`src/rtl/fpu_addsub_sequencer.sv`:
```
// Issue/collect sequencer for float_adder_subtractor: request FIFO, one-op-in-flight
// core handshake with watchdog, and an in-order tagged result port.
module fpu_addsub_sequencer #(
   parameter int PRECISION  = 32,
   parameter int FIFO_DEPTH = 4,
   parameter int TAG_W      = 4,
   parameter int TIMEOUT    = 127
) (
   input  logic                               clk,
   input  logic                               rst,
   input  logic                               in_valid,
   output logic                               in_ready,
   input  logic [PRECISION-1:0]               in_a,
   input  logic [PRECISION-1:0]               in_b,
   input  logic                               in_op,
   input  logic [TAG_W-1:0]                   in_tag,
   output logic [PRECISION-1:0]               core_inA,
   output logic [PRECISION-1:0]               core_inB,
   output logic                               core_op,
   output logic                               core_load,
   input  logic [PRECISION-1:0]               core_out,
   input  logic                               core_valid,
   output logic                               res_valid,
   input  logic                               res_ready,
   output logic [PRECISION-1:0]               res_data,
   output logic [TAG_W-1:0]                   res_tag,
   output logic                               res_timeout,
   output logic                               busy,
   output logic [$clog2(FIFO_DEPTH+1)-1:0]    count
);

   localparam int PTR_W = (FIFO_DEPTH > 1) ? $clog2(FIFO_DEPTH) : 1;
   localparam int CNT_W = $clog2(FIFO_DEPTH + 1);
   localparam int TMR_W = (TIMEOUT > 1) ? $clog2(TIMEOUT + 1) : 1;
   // Canonical NaN: sign clear, exponent and mantissa all ones.
   localparam logic [PRECISION-1:0] CANON_NAN = {1'b0, {(PRECISION-1){1'b1}}};

   typedef enum logic [1:0] {IDLE, ISSUE, WAIT, HOLD} state_t;

   state_t                r_state, w_state_next;
   logic [PRECISION-1:0]  r_fifo_a   [FIFO_DEPTH];
   logic [PRECISION-1:0]  r_fifo_b   [FIFO_DEPTH];
   logic                  r_fifo_op  [FIFO_DEPTH];
   logic [TAG_W-1:0]      r_fifo_tag [FIFO_DEPTH];
   logic [PTR_W-1:0]      r_wr_ptr, r_rd_ptr;
   logic [CNT_W-1:0]      r_count;
   logic [TMR_W-1:0]      r_timer;
   logic [PRECISION-1:0]  r_core_a, r_core_b;
   logic                  r_core_op;
   logic [TAG_W-1:0]      r_tag;
   logic                  r_res_valid, r_res_timeout;
   logic [PRECISION-1:0]  r_res_data;
   logic [TAG_W-1:0]      r_res_tag;
   logic                  w_push, w_pop, w_full, w_timer_hit;

   assign w_full      = (r_count == CNT_W'(FIFO_DEPTH));
   assign w_push      = in_valid && !w_full;
   assign w_timer_hit = (r_timer == TMR_W'(TIMEOUT));

   assign in_ready    = !w_full;
   assign count       = r_count;
   assign busy        = (r_state != IDLE) || (r_count != '0);
   assign core_load   = (r_state == ISSUE);
   assign core_inA    = r_core_a;
   assign core_inB    = r_core_b;
   assign core_op     = r_core_op;
   assign res_valid   = r_res_valid;
   assign res_data    = r_res_data;
   assign res_tag     = r_res_tag;
   assign res_timeout = r_res_timeout;

   // Storage carries no reset; validity is tracked entirely by the pointers and count.
   always_ff @(posedge clk) begin
      if (w_push) begin
         r_fifo_a[r_wr_ptr]   <= in_a;
         r_fifo_b[r_wr_ptr]   <= in_b;
         r_fifo_op[r_wr_ptr]  <= in_op;
         r_fifo_tag[r_wr_ptr] <= in_tag;
      end
   end

   always_ff @(posedge clk or posedge rst) begin
      if (rst) begin
         r_wr_ptr <= '0;
         r_rd_ptr <= '0;
         r_count  <= '0;
      end else begin
         if (w_push) r_wr_ptr <= r_wr_ptr + 1'b1;
         if (w_pop)  r_rd_ptr <= r_rd_ptr + 1'b1;
         case ({w_push, w_pop})
            2'b10:   r_count <= r_count + 1'b1;
            2'b01:   r_count <= r_count - 1'b1;
            default: r_count <= r_count;
         endcase
      end
   end

   always_ff @(posedge clk or posedge rst) begin
      if (rst) r_state <= IDLE;
      else     r_state <= w_state_next;
   end

   always_comb begin
      w_state_next = r_state;
      w_pop        = 1'b0;
      case (r_state)
         IDLE: begin
            if (r_count != '0) begin
               w_pop        = 1'b1;
               w_state_next = ISSUE;
            end
         end
         ISSUE: w_state_next = WAIT;
         WAIT: begin
            if (core_valid || w_timer_hit) w_state_next = HOLD;
         end
         HOLD: begin
            if (res_ready) begin
               if (r_count != '0) begin
                  w_pop        = 1'b1;
                  w_state_next = ISSUE;
               end else begin
                  w_state_next = IDLE;
               end
            end
         end
         default: w_state_next = IDLE;
      endcase
   end

   // Core operands, watchdog timer and result registers.
   always_ff @(posedge clk or posedge rst) begin
      if (rst) begin
         r_core_a      <= '0;
         r_core_b      <= '0;
         r_core_op     <= 1'b0;
         r_tag         <= '0;
         r_timer       <= '0;
         r_res_valid   <= 1'b0;
         r_res_data    <= '0;
         r_res_tag     <= '0;
         r_res_timeout <= 1'b0;
      end else begin
         if (w_pop) begin
            r_core_a  <= r_fifo_a[r_rd_ptr];
            r_core_b  <= r_fifo_b[r_rd_ptr];
            r_core_op <= r_fifo_op[r_rd_ptr];
            r_tag     <= r_fifo_tag[r_rd_ptr];
         end
         case (r_state)
            ISSUE: r_timer <= '0;
            WAIT: begin
               r_timer <= r_timer + 1'b1;
               if (core_valid) begin
                  r_res_data    <= core_out;
                  r_res_tag     <= r_tag;
                  r_res_timeout <= 1'b0;
                  r_res_valid   <= 1'b1;
               end else if (w_timer_hit) begin
                  r_res_data    <= CANON_NAN;
                  r_res_tag     <= r_tag;
                  r_res_timeout <= 1'b1;
                  r_res_valid   <= 1'b1;
               end
            end
            HOLD: begin
               if (res_ready) r_res_valid <= 1'b0;
            end
            default: ;
         endcase
      end
   end

endmodule

```
`config.mk`:
```
export PLATFORM = sky130hd
export DESIGN_NAME = fpu_addsub_sequencer
export DESIGN_NICKNAME = d
export VERILOG_FILES = /design/src/rtl/fpu_addsub_sequencer.sv
export SDC_FILE = /design/constraint.sdc
export NUM_CORES = 1
export LEC_CHECK = 0
export BUFFER_PORTS_ARGS = -buffer_cell sky130_fd_sc_hd__buf_2
export CAP_MARGIN = 20
export CORE_AREA = 5 5 179 310
export CTS_CLUSTER_SIZE = 8
export DETAILED_ROUTE_END_ITERATION = 12
export DIE_AREA = 0 0 184 315
export GPL_TIMING_DRIVEN = 0
export MAX_ROUTING_LAYER = met4
export PLACE_DENSITY = 0.48
export REMOVE_ABC_BUFFERS = 1
export SYNTH_ARGS = -nofsm -noshare
export SYNTH_HDL_FRONTEND = slang
export SYNTH_SLANG_ARGS = --single-unit
```
`constraint.sdc`:
```
create_clock -name clk -period 5.6 [get_ports clk]
set_clock_uncertainty 0.05 [all_clocks]
set_input_delay 0.84 -clock clk [delete_from_list [all_inputs] [get_ports clk]]
set_output_delay 0.84 -clock clk [all_outputs]
set_load 0.05 [all_outputs]
```
Word level (Yosys, flattened, before mapping) --
Memory sizes are Yosys's and may differ from the RTL's. A register that Yosys moved wholly into a read port is not among the register bits. Cells that the tools add are included.
Storage, ports and cells: bits in latches 0, register bits after elaboration 54, memory bits (read-only) 0, bits in writable memories 276, output and inout port bits 109, logic and storage cells 64, input bits 106, memories 4
Cells by class: add/subtract/negate cells 5, reductions and logical operators 14, divide/modulo/power cells 0, multiply operators 0, eq/ne operators 11, shifts and indexed selects 0, muxes and demuxes 21, order comparisons 0, bitwise operators 0
Memories:
- r_fifo_a | depth 4, bits a word 32, rd ports 1, clocked after memory_dff 1, wr ports 1, RTL line 41 | logic [PRECISION-1:0] r_fifo_a [FIFO_DEPTH];
- r_fifo_b | depth 4, bits a word 32, rd ports 1, clocked after memory_dff 1, wr ports 1, RTL line 42 | logic [PRECISION-1:0] r_fifo_b [FIFO_DEPTH];
- r_fifo_tag | depth 4, bits a word 4, rd ports 1, clocked after memory_dff 1, wr ports 1, RTL line 44 | logic [TAG_W-1:0] r_fifo_tag [FIFO_DEPTH];
- r_fifo_op | depth 4, bits a word 1, rd ports 1, clocked after memory_dff 1, wr ports 1, RTL line 43 | logic r_fifo_op [FIFO_DEPTH];
Operator list (count):
- $mux 32 | 2
- $pmux 7 s2 | 1
- $reduce_bool 2->1 | 5
- $mux 1 | 9
- $mux 4 | 2
- $pmux 2 s4 | 1
- $add 7x1->7 const B | 1
- $eq 7x7->1 const B | 1
- $eq 2x2->1 const B | 3
- $mux 2 | 3
- $ne 2x2->1 const B | 3
- $pmux 3 s2 | 1
- $reduce_and 3->1 | 2
- $add 2x1->2 const B | 2
- $eq 2x1->1 const B | 2
- $pmux 1 s2 | 2
- $add 3x1->3 const B | 1
- $eq 3x3->1 const B | 1
- $ne 3x3->1 const B | 1
- $reduce_bool 3->1 | 1
- $sub 3x1->3 const B | 1
- $logic_not 2->1 | 1
- $logic_or 1x1->1 | 2
- $reduce_and 2->1 | 1
- 2 further kinds | 2

Longest topological paths before layout --
Gate-level depths: netlist of the first run.
word-level depth 6, gate-level depth with buffers 10

Worst setup path before layout of the first run --
No wires, ideal clock.
path type flip-flop to flip-flop, from reg r_count[0], in the netlist count[0], to mem r_fifo_a[1][0] (enable), period minus slack after synthesis 3.480 ns, library setup time 0.435 ns, setup slack 2.120 ns, cell stages (with the launch flop) 4, arrival 2.995 ns, cell sequence dfrtp_1 nor2_1 nand2_1 and3_1
Between the ends: word-level cells in the longest chain between the ends 5
Ends and longest elaborated chain:
- start: declaration | RTL line 46 | logic [CNT_W-1:0] r_count;
- start signal: assignment | RTL line 91 | 2'b10: r_count <= r_count + 1'b1;
- start signal: assignment | RTL line 92 | 2'b01: r_count <= r_count - 1'b1;
- start signal: assignment | RTL line 93 | default: r_count <= r_count;
- $eq 3x3->1 | RTL line 56 | assign w_full = (r_count == CNT_W'(FIFO_DEPTH));
- $logic_not 1->1
- via in_ready | RTL line 12 | output logic in_ready,
- $logic_and 1x1->1 | RTL line 57 | assign w_push = in_valid && !w_full;
- $mux 1 | RTL line 74 | if (w_push) begin
- $mux 1 (implied by the code) | RTL line 75 | r_fifo_a[r_wr_ptr] <= in_a;
- end: declaration | RTL line 41
The timed path passes the listed nets, and every way through them passes these cells.

Worst setup path after layout of the first run --
from reg r_state[0], to reg r_count[1], in the netlist count[1]
Between the ends: word-level cells in the longest chain between the ends 4
Ends and longest elaborated chain:
- start: declaration | RTL line 40 | state_t r_state, w_state_next;
- start signal: assignment | RTL line 100 | else r_state <= w_state_next;
- $eq 2x2->1 / $logic_not 2->1 (equally long branches) | RTL line 106 | case (r_state)
- $pmux 1 s2 (*) | RTL line 106
- $eq 2x1->1 / $eq 2x2->1 (equally long branches) | RTL line 90 | case ({w_push, w_pop})
- $pmux 3 s2 / $reduce_bool 2->1 (equally long branches)
Mark *: on every way between the ends. The rest lies on a longest branch, timed or not. A chain may end at the register's enable or synchronous reset.

==> results_dict.tcl, run 1 <==
set metrics [dict create \
    outcome "finished, final reports clean" \
    start_util 0.2872 \
    fin_crit_ps 2957 \
    yosysSeqAreaShare 0.7539 \
    synth_xor_area_frac 0.003486 \
    htree_levels 2 \
    wl_per_cell_microns 20.10 \
    wl_microns 33600 \
    irDropWorstVdd_uv 387.7 \
    die_area_sq_um 57960 \
    drc 0 \
    drive_gt1_frac 0.3889 \
    finalCritPeriodShare 0.5280 \
    grt_pass1_vias 8328 \
    final_hold_viol_count 0 \
    yosys.area_share.adder 0.01046 \
    cts_root_buf "clkbuf_16" \
    hold_class "input port to async pin" \
    first_pass_iters 4 \
    p_int_uw 7554 \
    clkPwrFrac 0.258 \
    power_frac_comb 0.364 \
    gp_congestion 0.6770 \
    synth.ff_latch_count 399 \
    path_clk_slew_ps 50 \
    fin_nets 1066 \
    ctsHoldBuffers 0 \
    relSlewSlack 0.3258 \
    clock_latency_ps 570 \
    crit_chain "inv_1, ha_1, nor3_4, buf_16, ha_1, fa_1, mux2_2" \
    cp_data_arrival_time_ps 3350 \
    area_growth_pct 24.20 \
    crit_buf_inv 2 \
    end_kind "flip-flop" \
    avgSynthCellArea_sq_um 21.66 \
    cpMostUsedCell "ha_1" \
    grt_first_pass_wirelength_microns 51160 \
    numClockSinks 399 \
    ys_types 35 \
    synth_top_family_by_area "multiplexers" \
    synthMuxAreaShare 0.1736 \
    rsz0062_at_grt "false" \
    portBuffers 214 \
    tns_ps 0 \
    synth_edf_count 276 \
    grt_start_max_net_pins 77 \
    reg2reg_depth 7 \
    yosys.area_share.simple 0.01336 \
    netlist_area_sq_um 15080 \
    synth_area_leaders "edfxtp_1, dfrtp_1, mux4_1" \
    setup-violations-final 0 \
    cts-resized-gates 0 \
    antenna_found_initial 3 \
    critPathMaxFanout 13 \
    synth_top_area_share 0.5498 \
    ant_nets 0 \
    die_y_microns 315 \
    max_stage_delay_ps 670 \
    grt_usage 0.1193 \
    vias 7441 \
    synthTopCellsByCount "edfxtp_1, dfrtp_1, mux2_2, mux4_1, o22a_1" \
    swShare 0.3639 \
    pwr-share-seq 0.378 \
    power.total_uw 11880 \
    ios 215 \
    synth_ff_type "edfxtp_1" \
    ys_warn_count 0 \
    clockBufferDepth 3 \
    leakagePower_uw 0.006994 \
    critPathLaunchType "flip-flop" \
    drv_cap 0 \
    powerDensity_nw_per_um2 634.2 \
    worst_pin_slew_ps 1009 \
    path_depth 7 \
    cts_tree "built" \
    core_area_sq_um 52500 \
    cp.required_ps 5990 \
    slew_viol_final 0 \
    synth_top_area_cell "edfxtp_1" \
    cp_top_family "adder cells" \
    p_switching_uw 4321 \
    placement_rows 111 \
    post_cts_buffers 0 \
    synth_cells 696 \
    critPathKind "flip-flop to flip-flop" \
    max_freq_mhz 338.2 \
    gr-total-overflow 0 \
    dieWidth_microns 184 \
    hpwl_microns 20140 \
    routed_via_density 4.453 \
    drtIter0Drc 287 \
    slowest_stage "nor3_4" \
    yosysMostFrequentCell "edfxtp_1" \
    cts_made_buffers 55 \
    synth_compound_area_frac 0.02672 \
    synthArstFlopShare 0.3083 \
]
-- per-stage QoR --
stage | setup WS [ps] | util | cells | cell area, sq um | hold WS, ps
final | 2643 | 0.3567 | 1671 | 18720 | 290.9
after floorplan | 1439 | - | 664 | 14840 | 425.0
after detailed placement | 2580 | 0.3264 | 1569 | 17130 | 436.2
after global routing | 2465 | 0.3567 | 1671 | 18720 | 304.7
after CTS | 2577 | 0.3565 | 1668 | 18720 | 266.6
after global placement | -1236 | 0.3192 | 1556 | 16750 | 433.8
-- logic make-up (layout without fill, tap and decap cells) --
group	Yosys count	count (layout)
AND/OR/NAND/NOR	39	39
AO/OA/AOI/OAI	52	52
adder cells (fa/ha/maj)	12	12
buffers and inverters	42	336
XOR/XNOR	6	6
other	0	3
flip-flops	399	399
multiplexers	146	146
-- path summary, 6_finish.rpt --
check | start | to | slack (ps)
worst max-delay path | r_state[0] | count[1] | 2640
worst min-delay path | rst | core_inB[6] | 290
worst max register to register | r_state[0] | count[1] | 2640
worst min register to register | res_data[7] | res_data[7] | 450
max in group asynchronous | rst | r_rd_ptr[0] | 4350
min in group clk | in_a[12] | r_fifo_a[0][12] | 420
-- routing by layer --
metal	up-vias	GRT usage	wire [microns]
li1	3355	-	-
met1	3806	0.1286	12510
met2	214	0.2129	18000
met3	66	0.02551	2017
met4	0	0.04659	1062
met5	-	-	0
-- cells in the final DEF (no fill, tap or decap), types with 9 or more instances in the layout --
cell type,instances
edfxtp_1,276
buf_2,214
dfrtp_1,121
mux2_2,75
clkbuf_16,57
mux4_1,53
clkbuf_1,42
o22a_1,31
mux4_2,16
nand2_1,12
buf_16,12
ha_1,11
inv_1,9
-- power groups by stage --
stage / Sequential, uW / Clock (uW) / Combinational (uW)
after global routing: 4590 / 3320 / 4620
after global placement: 4760 / 0 / 4150
after detailed placement: 4560 / 0 / 4440
after floorplan: 5890 / 0 / 1720
after CTS: 4510 / 3210 / 4440
final: 4480 / 3070 / 4320
-- worst reg2reg max path: cells and delay by family, from the launching register on --
family | cells | cell delay [ps]
simple gates | 1 | 670
fa+ha+maj | 3 | 1130
buf+inv | 2 | 350
flops | 1 | 380
mux | 1 | 260
-- final cells by class --
class,count,area (sq um)
Inverter,10,42.54
Sequential cell,399,11370
Fill cell,5024,33770
Antenna cell,3,7.507
Timing Repair Buffer,227,1416
Tap cell,678,848.3
Multi-Input combinational cell,255,3452
Clock buffer,99,1584
-- flip-flops by register name (all words and copies together) (netlist names) --
| name | cells |
|---|---|
| r_tag | 4 |
| r_state | 2 |
| r_timer | 7 |
| count | 3 |
| r_fifo_a | 128 |
| r_wr_ptr | 2 |
| res_valid | 1 |
| r_fifo_b | 128 |
| res_tag | 4 |
| res_data | 32 |
| core_inB | 32 |
| res_timeout | 1 |
| r_rd_ptr | 2 |
| core_op | 1 |
| r_fifo_tag | 16 |
| r_fifo_op | 4 |
| core_inA | 32 |
No activity file was read; power rests on OpenSTA's default activity.
==> run 2, diff against run 1 <==
ABC_AREA = 1   (was not set)
CORE_AREA = 5 5 182 315   (was 5 5 179 310)
DIE_AREA = 0 0 187 320   (was 0 0 184 315)
clock period = 2.76 ns   (was 5.6 ns; I/O delays follow)
==> run 2 against run 1 <==
  * Die area rose by 3.2%
  * Cell area rose by 6.9%
  * Critical endpoint is now count[2]
  * Critical path depth rose by 4
  * Synthesized area rose by 3.5%
  * Synthesized cell count rose by 88%
  * First-iteration DRC count rose by 56%
  * Sequential power rose by 100%
  * Sequential cell count did not move
  * Highest routed layer unchanged
  * Worst hold slack got worse by 250 ps
==> results_dict.tcl, run 2 <==
set metrics [dict create \
    synth.ff_latch_count 399 \
    start_util 0.2874 \
    ys_types 30 \
    synth_ff_type "edfxtp_1" \
    grt_pass1_vias 10640 \
    vias 10420 \
    grt_first_pass_wirelength_microns 64230 \
    critPathLaunchType "flip-flop" \
    max_freq_mhz 385.5 \
    n_fill_cell 5353 \
    gr-usage-met3 0.02706 \
    die_y_microns 320 \
    cts_tree "built" \
    clock_latency_ps 570 \
    most-common-layout-cells "edfxtp_1, nand2_1, nor2_1" \
    outcome "finished, final reports clean" \
    hold_class "input port to flip-flop" \
    synth_cells 1311 \
    rrSetupSlack_ps 170 \
    slew_viol_final 0 \
    yosysSeqAreaShare 0.7284 \
    portBuffers 214 \
    avgSynthCellArea_sq_um 11.90 \
    setup-violations-final 0 \
    die_area_sq_um 59840 \
    gr-total-overflow 0 \
    fin_area_sq_um 20020 \
    gr-usage-met2 0.2453 \
    critPathMaxFanout 35 \
    synth_top_area_share 0.5312 \
    wl_microns 41510 \
    ant_nets 0 \
    ys_warn_count 0 \
    relSlewSlack 0.3997 \
    synthTopCellsByCount "edfxtp_1, nand2_1, nor2_1, o21ai_0, dfrtp_1" \
    first_pass_iters 6 \
    grt_start_max_net_pins 82 \
    clockBufferDepth 3 \
    final_common_cell "edfxtp_1" \
    drc 0 \
    powerDensity_nw_per_um2 1275 \
    final_hold_viol_count 0 \
    ios 215 \
    rsz0062_at_grt "false" \
    routed_via_density 4.429 \
    netlist_area_sq_um 15600 \
    irDropWorstVdd_uv 711.3 \
    drtIter0Drc 447 \
    cts_root_buf "clkbuf_16" \
    antenna_found_initial 1 \
    yosysMostFrequentCell "edfxtp_1" \
    synthArstFlopShare 0.3083 \
    finalCritPeriodShare 0.9398 \
    placement_rows 113 \
    drv_cap 0 \
    wl_per_cell_microns 17.65 \
    worst_pin_slew_ps 899.5 \
    htree_levels 2 \
    cp_data_arrival_time_ps 2980 \
    drive_gt1_frac 0.2077 \
    hpwl_microns 23140 \
    core_area_sq_um 54290 \
    fin_ws_ps 166.2 \
    synth_area_leaders "edfxtp_1, dfrtp_1, nand2_1" \
    area_growth_pct 28.29 \
    cts_made_buffers 55 \
    gp_congestion 0.7172 \
    grt_usage 0.1416 \
    reg_top3 "r_fifo_a (128), r_fifo_b (128)" \
    cp.required_ps 3150 \
    grtUsageMet1 0.1653 \
    fin_crit_ps 2594 \
    grt-busiest-layer "met2" \
    fin_nets 1738 \
    critPathKind "flip-flop to flip-flop" \
    end_kind "flip-flop" \
    synth_top_area_cell "edfxtp_1" \
    synth_edf_count 276 \
    leakagePower_uw 0.008113 \
    placed_area_sq_um 17490 \
    place_ws_ps -1391 \
    path_clk_slew_ps 50 \
    dieWidth_microns 187 \
    numClockSinks 399 \
]
==> run 2: cell families after synthesis <==
group	synth area share
multiplexers	0.0007216
buffers and inverters	0.04531
AND/OR/NAND/NOR	0.1274
flip-flops	0.7284
AO/OA/AOI/OAI	0.08468
adder cells (fa/ha/maj)	0.01010
XOR/XNOR	0.003368
==> run 2: stage by stage <==
stage                     hold WS [ps]  std cells    util  TNS (ps)  total power [uW]
after global routing             22.58       2352  0.3687         0             27240
after CTS                        2.831       2346  0.3676         0             26000
final                            42.40       2352  0.3687         0             25520
after detailed placement         409.6       2164  0.3221    -36690             18940
after global placement           406.4       2147  0.3140  -2240290             17340
after floorplan                  399.5       1243       -   -844990             15690
==> run 2: routing by layer <==
layer | vias to the layer above | share of wire
met5 | - | 0
met4 | 0 | 0.029
met3 | 71 | 0.045
met2 | 263 | 0.51
met1 | 5018 | 0.42
li1 | 5065 | -
==> run 2: area by class of cell <==
type / count / area [sq um] / area share
Timing Repair inverter: 1 / 8.758 / 0.0004375
Timing Repair Buffer: 317 / 2327 / 0.1163
Clock buffer: 96 / 1551 / 0.07751
Multi-Input combinational cell: 789 / 3622 / 0.1809
Sequential cell: 399 / 11370 / 0.5682
Clock inverter: 2 / 25.02 / 0.001250
Antenna cell: 1 / 2.502 / 0.0001250
Inverter: 57 / 244.0 / 0.01219
Tap cell: 690 / 863.3 / 0.04313
==> run 2: worst max-delay path: stages (launching register included) <==
cell and delay, ps:
dfrtp_1 420, inv_1 130, ha_4 320, clkinvlp_4 110
nand3_4 150, buf_12 160, inv_16 90, ha_2 210
fa_1 380, a21oi_1 140, o21ai_0 120, xor2_1 160
==> run 2: timing repair <==
| item | in CTS | in global routing |
|---|---|---|
| cloned | 4 | 0 |
| setup endpoints to repair | 72 | 2 |
| resized for setup | 9 | 2 |
| hold buffers | 75 | 0 |
| pin swaps | 2 | 1 |
| buffers inserted | 5 | 4 |
| hold endpoints to repair | 323 | 0 |
==> run 2: report_power, final <==
group / switching (uW) / total [uW] / internal (uW) / leakage, uW
combinational: 7360 / 10200 / 2820 / 0.00337
sequential: 939 / 9140 / 8200 / 0.00400
clock: 2440 / 6190 / 3750 / 0.000749
total: 10700 / 25500 / 14800 / 0.00811
==> run 2: final timing paths <==
path                              startpoint           end  cells after the start
worst max-delay path              r_state[1]      count[2]                     11
worst min-delay path            core_out[28]  res_data[28]                      3
worst max register to register    r_state[1]      count[2]                     11
worst min register to register    res_tag[0]    res_tag[0]                      2
max in group asynchronous                rst  core_inA[24]                      4
min in group asynchronous                rst   core_inB[3]                      3
